**src/rtl/bist_mem_responder.sv**
```systemverilog
// Memory-side responder for the BIST March controller: address counter, memory
// under test, data comparator, failure log and optional stuck-at fault on bit 0.
module bist_mem_responder #(
  parameter int ADDR_W = 4,
  parameter int DATA_W = 8,
  parameter int ERR_W  = 4
) (
  input  logic              clk,
  input  logic              rst_n,
  input  logic              reset,
  input  logic              preset,
  input  logic              en,
  input  logic              up_down,
  input  logic              read,
  input  logic              write,
  input  logic              out,
  input  logic              log_clr,
  input  logic              inj_en,
  input  logic [ADDR_W-1:0] inj_addr,
  input  logic              inj_val,
  output logic              carry,
  output logic              is_equal,
  output logic [ADDR_W-1:0] addr,
  output logic              fail_seen,
  output logic [ADDR_W-1:0] first_fail_addr,
  output logic [ERR_W-1:0]  err_count
);

  localparam int                DEPTH   = 2 ** ADDR_W;
  localparam logic [ADDR_W-1:0] MAX     = '1;
  localparam logic [ERR_W-1:0]  ERR_MAX = '1;

  logic [DATA_W-1:0] mem [DEPTH];
  logic [DATA_W-1:0] pattern;
  logic [DATA_W-1:0] rdata;
  logic              at_term;
  logic              log_event;

  assign pattern   = {DATA_W{out}};
  assign at_term   = up_down ? (addr == MAX) : (addr == '0);
  assign carry     = en & at_term;
  assign is_equal  = (rdata == pattern);
  assign log_event = en & read & ~write & ~is_equal;

  // The fault sits on the read path only so the stored word stays intact.
  always_comb begin
    rdata = mem[addr];
    if (inj_en && (addr == inj_addr)) begin
      rdata[0] = inj_val;
    end
  end

  // Counter holds at terminal count instead of wrapping.
  always_ff @(posedge clk or negedge rst_n) begin
    if (!rst_n) begin
      addr <= '0;
    end else if (reset) begin
      addr <= '0;
    end else if (preset) begin
      addr <= MAX;
    end else if (en && !at_term) begin
      addr <= up_down ? addr + 1'b1 : addr - 1'b1;
    end
  end

  always_ff @(posedge clk or negedge rst_n) begin
    if (!rst_n) begin
      for (int i = 0; i < DEPTH; i++) begin
        mem[i] <= '0;
      end
    end else if (en && write) begin
      mem[addr] <= pattern;
    end
  end

  // The log survives reset/preset so results outlive the controller's return to RST.
  always_ff @(posedge clk or negedge rst_n) begin
    if (!rst_n) begin
      fail_seen       <= 1'b0;
      first_fail_addr <= '0;
      err_count       <= '0;
    end else if (log_clr) begin
      fail_seen       <= 1'b0;
      first_fail_addr <= '0;
      err_count       <= '0;
    end else if (log_event) begin
      if (err_count != ERR_MAX) begin
        err_count <= err_count + 1'b1;
      end
      if (!fail_seen) begin
        fail_seen       <= 1'b1;
        first_fail_addr <= addr;
      end
    end
  end

endmodule

```
**config.mk**
```make
export PLATFORM = sky130hd
export DESIGN_NAME = bist_mem_responder
export DESIGN_NICKNAME = d
export VERILOG_FILES = /design/src/rtl/bist_mem_responder.sv
export SDC_FILE = /design/constraint.sdc
export NUM_CORES = 1
export LEC_CHECK = 0
export BUFFER_PORTS_ARGS = -buffer_cell sky130_fd_sc_hd__buf_4
export CAP_MARGIN = 15
export CORE_MARGIN = 3
export CORE_UTILIZATION = 55
export DETAILED_ROUTE_END_ITERATION = 8
export PLACE_DENSITY = 0.84
export RECOVER_POWER = 100
export SLEW_MARGIN = 20
export SYNTH_ARGS = -nofsm -noshare
export SYNTH_HDL_FRONTEND = slang
export SYNTH_SLANG_ARGS = --single-unit
```
**constraint.sdc**
```tcl
create_clock -name clk -period 3.3 [get_ports clk]
set_clock_uncertainty 0.1 [all_clocks]
set_input_delay 0.825 -clock clk [delete_from_list [all_inputs] [get_ports clk]]
set_output_delay 0.825 -clock clk [all_outputs]
set_load 0.01 [all_outputs]
```
==> qor.csv, run 1 <==
stage,metric,value,unit
power,sw_frac_of_total,31.6,%
timing,rsz0062_at_grt,no,
timing,worst_pin_slew,1.55,ns
clock_tree,htree_levels,2,
power,p_clk_share,21.1,%
worst_setup_path,crit_family,multiplexers,
grt,grt_pass1_vias,1430,
clock_tree,root_buffer,clkbuf_4,
worst_setup_path,max_stage_delay,0.56,ns
worst_setup_path,required,2.37,ns
power,vdd.ir_drop.worst,0.243,mV
yosys,synth_edf_count,0,
yosys,synthesis.area,1710,um2
cells_and_area,area_growth,12.2,%
worst_setup_path,path_buf_inv,1,
yosys,synth_top_area_share,42.4,%
yosys,yosysWarnings,0,
grt,grt_pass1_wl,6390,um
flow_run,maxCapViolations,1,
route,viasPerCell,5.92,
yosys,synth_area_leaders,"dfrtp_1 42%, mux4_2 5.3%, o31ai_1 4.8%",
floorplan,die_area,3820,um2
grt,grt_usage,23.3,%
yosys,ys_seq_area_share,42.4,%
yosys,synth_commonest_cells,"29 x dfrtp_1, 14 x nand2_1, 13 x nand2b_1",
timing,slew_headroom,-3.04,%
status,violations,"max-capacitance violations, max-slew violations",
hold_path,hp-class,register to register,
power,seqPwrFrac,51.7,%
placed_design,place.gp.congestion,0.822,
power,comb_power_share,27.2,%
timing,hold_violations,0,
timing,setup_violations,0,
placed_design,portBuffers,30,
route,ant_nets,0,
clock_tree,clk_pin_slew,0.10,ns
timing,holdWs,0.408,ns
floorplan,core_area,2850,um2
floorplan,pin_count,31,
timing,slew_violations,30,
cells_and_area,drive_gt1_share,18.8,%
yosys,syn_avg_cell_area,10.4,um2
yosys,synth.most_common_cell,dfrtp_1,
floorplan,initial_core_util,60.0,%
status,outcome,"finished, violations left",
yosys,yosysUniqueCellTypes,34,
worst_setup_path,cp_max_fo,6,
route,wl_per_cell,17.2,um
route,drtIter0Drc,90,
worst_setup_path,path_cells,mux4_2 -> a22oi_2 -> nand3_2 -> mux2i_4 -> clkbuf_1,
worst_setup_path,crit_slowest_cell,mux4_2,
power,p_per_area,470,nW/um2
worst_setup_path,critPathLaunchType,register,
yosys,synthCells,165,
floorplan,rows,19,
floorplan,dieHeight,61.8,um
grt,grt_overflow,0,
clock_tree,clock_path_buffers,2,
timing,max_freq,0.321,GHz
power,p_leak,0.821,nW
route,dr.pass1.iters,4,
clock_tree,cts_made_buffers,5,
grt,grt_antenna_before_repair,0,
worst_setup_path,cp.arrival,2.19,ns
placed_design,hpwl,2910,um
timing,finalSetupTns,0,ns
clock_tree,worstSkewPairLatency,0.33,ns
yosys,ys_ff_latch,29,
power,switchingPower,0.000286,W
worst_setup_path,critPathCaptureType,output port,
clock_tree,cts.sinks,29,
route,vias,1349,
floorplan,fp.dieW,61.8,um
route,drcViolationCount,0,
route,routed_wirelength,3920,um
cells_and_area,utilization,67.3,%
clock_tree,cts_setup_buffers,0,
grt,grt_max_degree,30,
yosys,async_reset_ff_share,100,%
cells_and_area,diodes,0,
yosys,synth_top_area_cell,dfrtp_1,
worst_setup_path,critPathKind,register to output port,
clock_tree,ctsHoldBuffers,0,
power,power.internal,0.000617,W
clock_tree,cts_resized,0,
yosys,synth_top_flop_cell,dfrtp_1,
timing,min_period,3.12,ns
clock_tree,cts_tree,done,
yosys,synth_fp_nets,185,
timing,period_share,94.5,%
cells_and_area,fin_nets,218,
-- placed cells by master (no fill, tap or decap), types with 2 or more instances in the layout --
| cell | netlist | routed |
|---|---|---|
| dfrtp_1 | 29 | 29 |
| buf_4 | 0 | 17 |
| clkbuf_1 | 4 | 16 |
| nand2_1 | 14 | 14 |
| nand2b_1 | 13 | 13 |
| nor2_1 | 10 | 11 |
| o31ai_1 | 11 | 11 |
| o21ai_0 | 11 | 11 |
| a21oi_1 | 8 | 8 |
| xnor2_1 | 7 | 7 |
| inv_1 | 6 | 6 |
| nand3_1 | 6 | 6 |
| mux2i_1 | 6 | 6 |
| nor3_1 | 5 | 5 |
| mux2_2 | 5 | 5 |
| clkbuf_4 | 0 | 5 |
| mux4_2 | 4 | 4 |
| nor2b_1 | 4 | 4 |
| ha_1 | 3 | 3 |
| mux2_4 | 2 | 2 |
-- metal layers --
metal | track usage, % | up-vias | wire length (um)
li1 | - | 648 | -
met1 | 29.2 | 658 | 1730
met2 | 39.0 | 38 | 1980
met3 | 5.17 | 5 | 168
met4 | 9.39 | 0 | 42
met5 | 0 | - | 0
-- worst register-to-register path, cell delays in order, from the launching register on --
cell     delay (ns)
dfrtp_1        0.54
mux4_2         0.56
a22oi_2        0.21
nand3_2        0.13
mux2i_4        0.22
nor4_1         0.86
mux2i_1        0.29
-- path summary, 6_finish.rpt --
path	cells past startpoint	slack, ns	endpoint	start
setup / recovery	5	0.18	is_equal	addr[0]
hold / removal	2	0.41	mem[94]	mem[94]
setup reg to reg	6	0.31	first_fail_addr[1]	addr[0]
hold reg to reg	2	0.41	mem[94]	mem[94]
max in group asynchronous	1	1.43	err_count[0]	rst_n
min in group asynchronous	1	0.76	mem[94]	rst_n
-- sequential cells by signal, summed over array words and instances (netlist names) --
signal	flops
first_fail_addr	4
addr	4
mem	16
err_count	4
fail_seen	1
-- final cells by class --
type	count	area, um2
well taps	31	38.8
repair buffers	33	188
clock inverters	1	5.00
inverters	6	22.5
multi-input cells	123	903
flip-flops and latches	29	726
fillers	241	932
clock buffers	5	37.5
-- cell families after synthesis --
| logic type | after synthesis | share of synthesized area [%] |
|---|---|---|
| muxes | 19 | 15.8 |
| buffers and inverters | 13 | 3.80 |
| AOI/OAI and AO/OA | 34 | 12.4 |
| adders and majority gates | 4 | 3.36 |
| xor gates and xnor gates | 8 | 4.09 |
| and+or+nand+nor | 58 | 18.1 |
| DFF | 29 | 42.4 |
-- metrics by stage --
step | instance area [um2] | worst slack, ns | power [W] | cells
floorplan | 1710 | 0.694 | 0.000647 | 165
global placement | 1960 | 0.473 | 0.000716 | 222
detailed placement | 1960 | 0.426 | 0.000734 | 222
CTS | 2000 | 0.123 | 0.000922 | 228
global route | 1920 | 0.0602 | 0.000961 | 228
finish | 1920 | 0.182 | 0.000902 | 228
-- power by group through the flow --
stage | clock (W) | sequential, W | combinational [W]
2_1_floorplan | 0 | 0.000452 | 0.000195
3_3_place_gp | 0 | 0.000469 | 0.000246
3_5_place_dp | 0 | 0.000474 | 0.000259
4_1_cts | 0.000194 | 0.000467 | 0.000261
5_1_grt | 0.000215 | 0.000476 | 0.000271
6_report | 0.000190 | 0.000467 | 0.000246
(Power assumes the default switching activity.)
==> run 2: changes to the inputs <==
--- a/config.mk
+++ b/config.mk
@@ -8,9 +8,10 @@
 export BUFFER_PORTS_ARGS = -buffer_cell sky130_fd_sc_hd__buf_4
 export CAP_MARGIN = 15
 export CORE_MARGIN = 3
-export CORE_UTILIZATION = 55
+export CORE_UTILIZATION = 45
+export CTS_BUF_LIST = sky130_fd_sc_hd__clkbuf_16
 export DETAILED_ROUTE_END_ITERATION = 8
-export PLACE_DENSITY = 0.84
+export PLACE_DENSITY = 0.72
 export RECOVER_POWER = 100
 export SLEW_MARGIN = 20
 export SYNTH_ARGS = -nofsm -noshare
==> run 2 against run 1 <==
The flow still finishes with violations (max-capacitance violations, max-slew violations). Non-clock buffer count is the same. Critical path depth is the same. Utilization shrank 8.9 points.
==> qor.csv, run 2 (synthesized netlist as in run 1, its figures left out) <==
stage,metric,value,unit,change
grt,grt_antenna_before_repair,0,,unchanged
grt,grt_pass1_vias,1409,,-1.5%
hold_path,hp-class,register to register,,
timing,slew_headroom,-2.39,%,+0.65 points
worst_setup_path,worstReg2RegStart,addr[0],,
floorplan,fp.dieW,67.7,um,+9.5%
route,drtIter0Drc,61,,-32%
clock_tree,cts_made_buffers,5,,unchanged
timing,worst_pin_slew,1.54,ns,-0.00972 ns
cells_and_area,area_growth,19.2,%,
placed_design,place.gp.congestion,0.862,,+4.9%
route,ant_nets,0,,unchanged
timing,hold_violations,0,,unchanged
cells_and_area,layout_commonest_cell,dfrtp_1,,
worst_setup_path,critPathLaunchType,register,,
worst_setup_path,critPathCaptureType,output port,,
route,dr.pass1.iters,4,,unchanged
grt,grt_overflow,0,,unchanged
worst_setup_path,cp.arrival,2.12,ns,-0.07 ns
timing,holdWs,0.389,ns,-0.0188 ns
route,routed_wirelength,3980,um,+1.6%
placed_design,hpwl,2980,um,+2.4%
timing,finalSetupTns,0,ns,unchanged
cells_and_area,drive_gt1_share,19.1,%,+0.31 points
clock_tree,htree_levels,2,,unchanged
power,vdd.ir_drop.worst,0.307,mV,+26%
floorplan,core_area,3490,um2,+22%
route,viasPerCell,5.70,,-3.6%
clock_tree,cts.sinks,29,,unchanged
worst_setup_path,path_buf_inv,1,,unchanged
timing,max_freq,0.328,GHz,+2.3%
floorplan,rows,21,,+2
cells_and_area,final_cells,245,,+7.5%
clock_tree,clk_pin_slew,0.05,ns,-0.05 ns
timing,rsz0062_at_grt,no,,
cells_and_area,fin_nets,218,,unchanged
timing,setup_violations,0,,unchanged
route,wl_per_cell,16.2,um,-5.4%
route,drcViolationCount,0,,unchanged
grt,grt_usage,19.4,%,-3.9 points
cells_and_area,diodes,0,,unchanged
floorplan,die_area,4580,um2,+20%
clock_tree,worstSkewPairLatency,0.27,ns,-0.06 ns
flow_run,maxCapViolations,1,,unchanged
timing,setup_ws,0.251,ns,+0.0691 ns
clock_tree,cts_setup_buffers,0,,unchanged
clock_tree,ctsHoldBuffers,0,,unchanged
worst_setup_path,critPathKind,register to output port,,
cells_and_area,nFillCells,316,,+31%
floorplan,initial_core_util,49.0,%,-11 points
worst_setup_path,crit_family,multiplexers,,
placed_design,portBuffers,30,,unchanged
cells_and_area,layout_common_cells,"29 x dfrtp_1, 18 x buf_4, 15 x clkbuf_1",,
worst_setup_path,crit_slowest_cell,mux4_2,,
floorplan,dieHeight,67.7,um,+9.5%
worst_setup_path,worstSetupStartpoint,addr[0],,
power,p_leak,0.867,nW,+5.6%
clock_tree,cts_tree,done,,
route,vias,1397,,+3.6%
hold_path,hp-start,mem[94],,
worst_setup_path,max_stage_delay,0.56,ns,about the same
cells_and_area,largest_reg_flops,16,,unchanged
timing,min_period,3.05,ns,-0.0691 ns
cells_and_area,regMostFlops,mem,,
placed_design,placed_cells,237,,+6.8%
worst_setup_path,path_cells,mux4_2 -> a22oi_2 -> nand3_2 -> mux2i_4 -> clkbuf_1,,
placed_design,dp_slack,0.443,ns,+0.0171 ns
grt,grt_max_degree,30,,unchanged
timing,slew_violations,30,,unchanged
status,outcome,"finished, violations left",,
worst_setup_path,required,2.37,ns,about the same
clock_tree,cts_resized,0,,unchanged
clock_tree,clock_path_buffers,2,,unchanged
power,p_per_area,556,nW/um2,+18%
grt,grt_pass1_wl,6600,um,+3.2%
worst_setup_path,cp_max_fo,6,,unchanged
cells_and_area,utilization,58.4,%,-8.9 points
clock_tree,root_buffer,clkbuf_16,,
timing,period_share,92.4,%,-2.1 points
status,violations,"max-capacitance violations, max-slew violations",,
floorplan,pin_count,31,,unchanged
run 2: where the power goes:
group / internal, W / leakage (nW) / switching [W]
Combinational: 0.000128 / 0.415 / 0.000121
Sequential: 0.000418 / 0.382 / 0.0000496
Clock: 0.000271 / 0.0687 / 0.000147
run 2: cell type report:
type                       instances  area, um2  share of cell area, %
multi-input combinational        123        906                   44.4
sequential                        29        726                   35.6
timing repair buffer              33        191                   9.38
clock buffer                       5        125                   6.13
tap                               46       57.6                   2.82
inverter                           6       22.5                   1.10
clock inverter                     3       12.5                  0.613
run 2: worst register-to-register path, stage by stage (launching register included):
cell	delay, ns
dfrtp_1	0.50
mux4_2	0.56
a22oi_2	0.21
nand3_2	0.13
mux2i_4	0.23
nor4_2	0.59
mux2i_1	0.26
run 2: per-layer routing:
metal	part of all wire, %	vias up	track usage (%)
met5	0	-	0
met4	1.2	0	7.85
met3	6.3	7	4.99
met2	50	49	31.0
met1	42	685	25.0
li1	-	656	-
run 2: worst paths after layout:
path | end | slack [ns] | cells past startpoint
max in group asynchronous | mem[14] | 1.38 | 1
worst max-delay path | is_equal | 0.25 | 5
min in group asynchronous | addr[2] | 0.82 | 1
worst max register to register | first_fail_addr[1] | 0.63 | 6
worst min register to register | mem[94] | 0.39 | 2
worst min-delay path | mem[94] | 0.39 | 2
run 2: metrics by stage:
step	power (W)	cell area (um2)
final	0.00114	2040
after global routing	0.00119	2040
after CTS	0.00116	2110
after detailed placement	0.000736	1970
after floorplan	0.000647	1710
after global placement	0.000719	1970
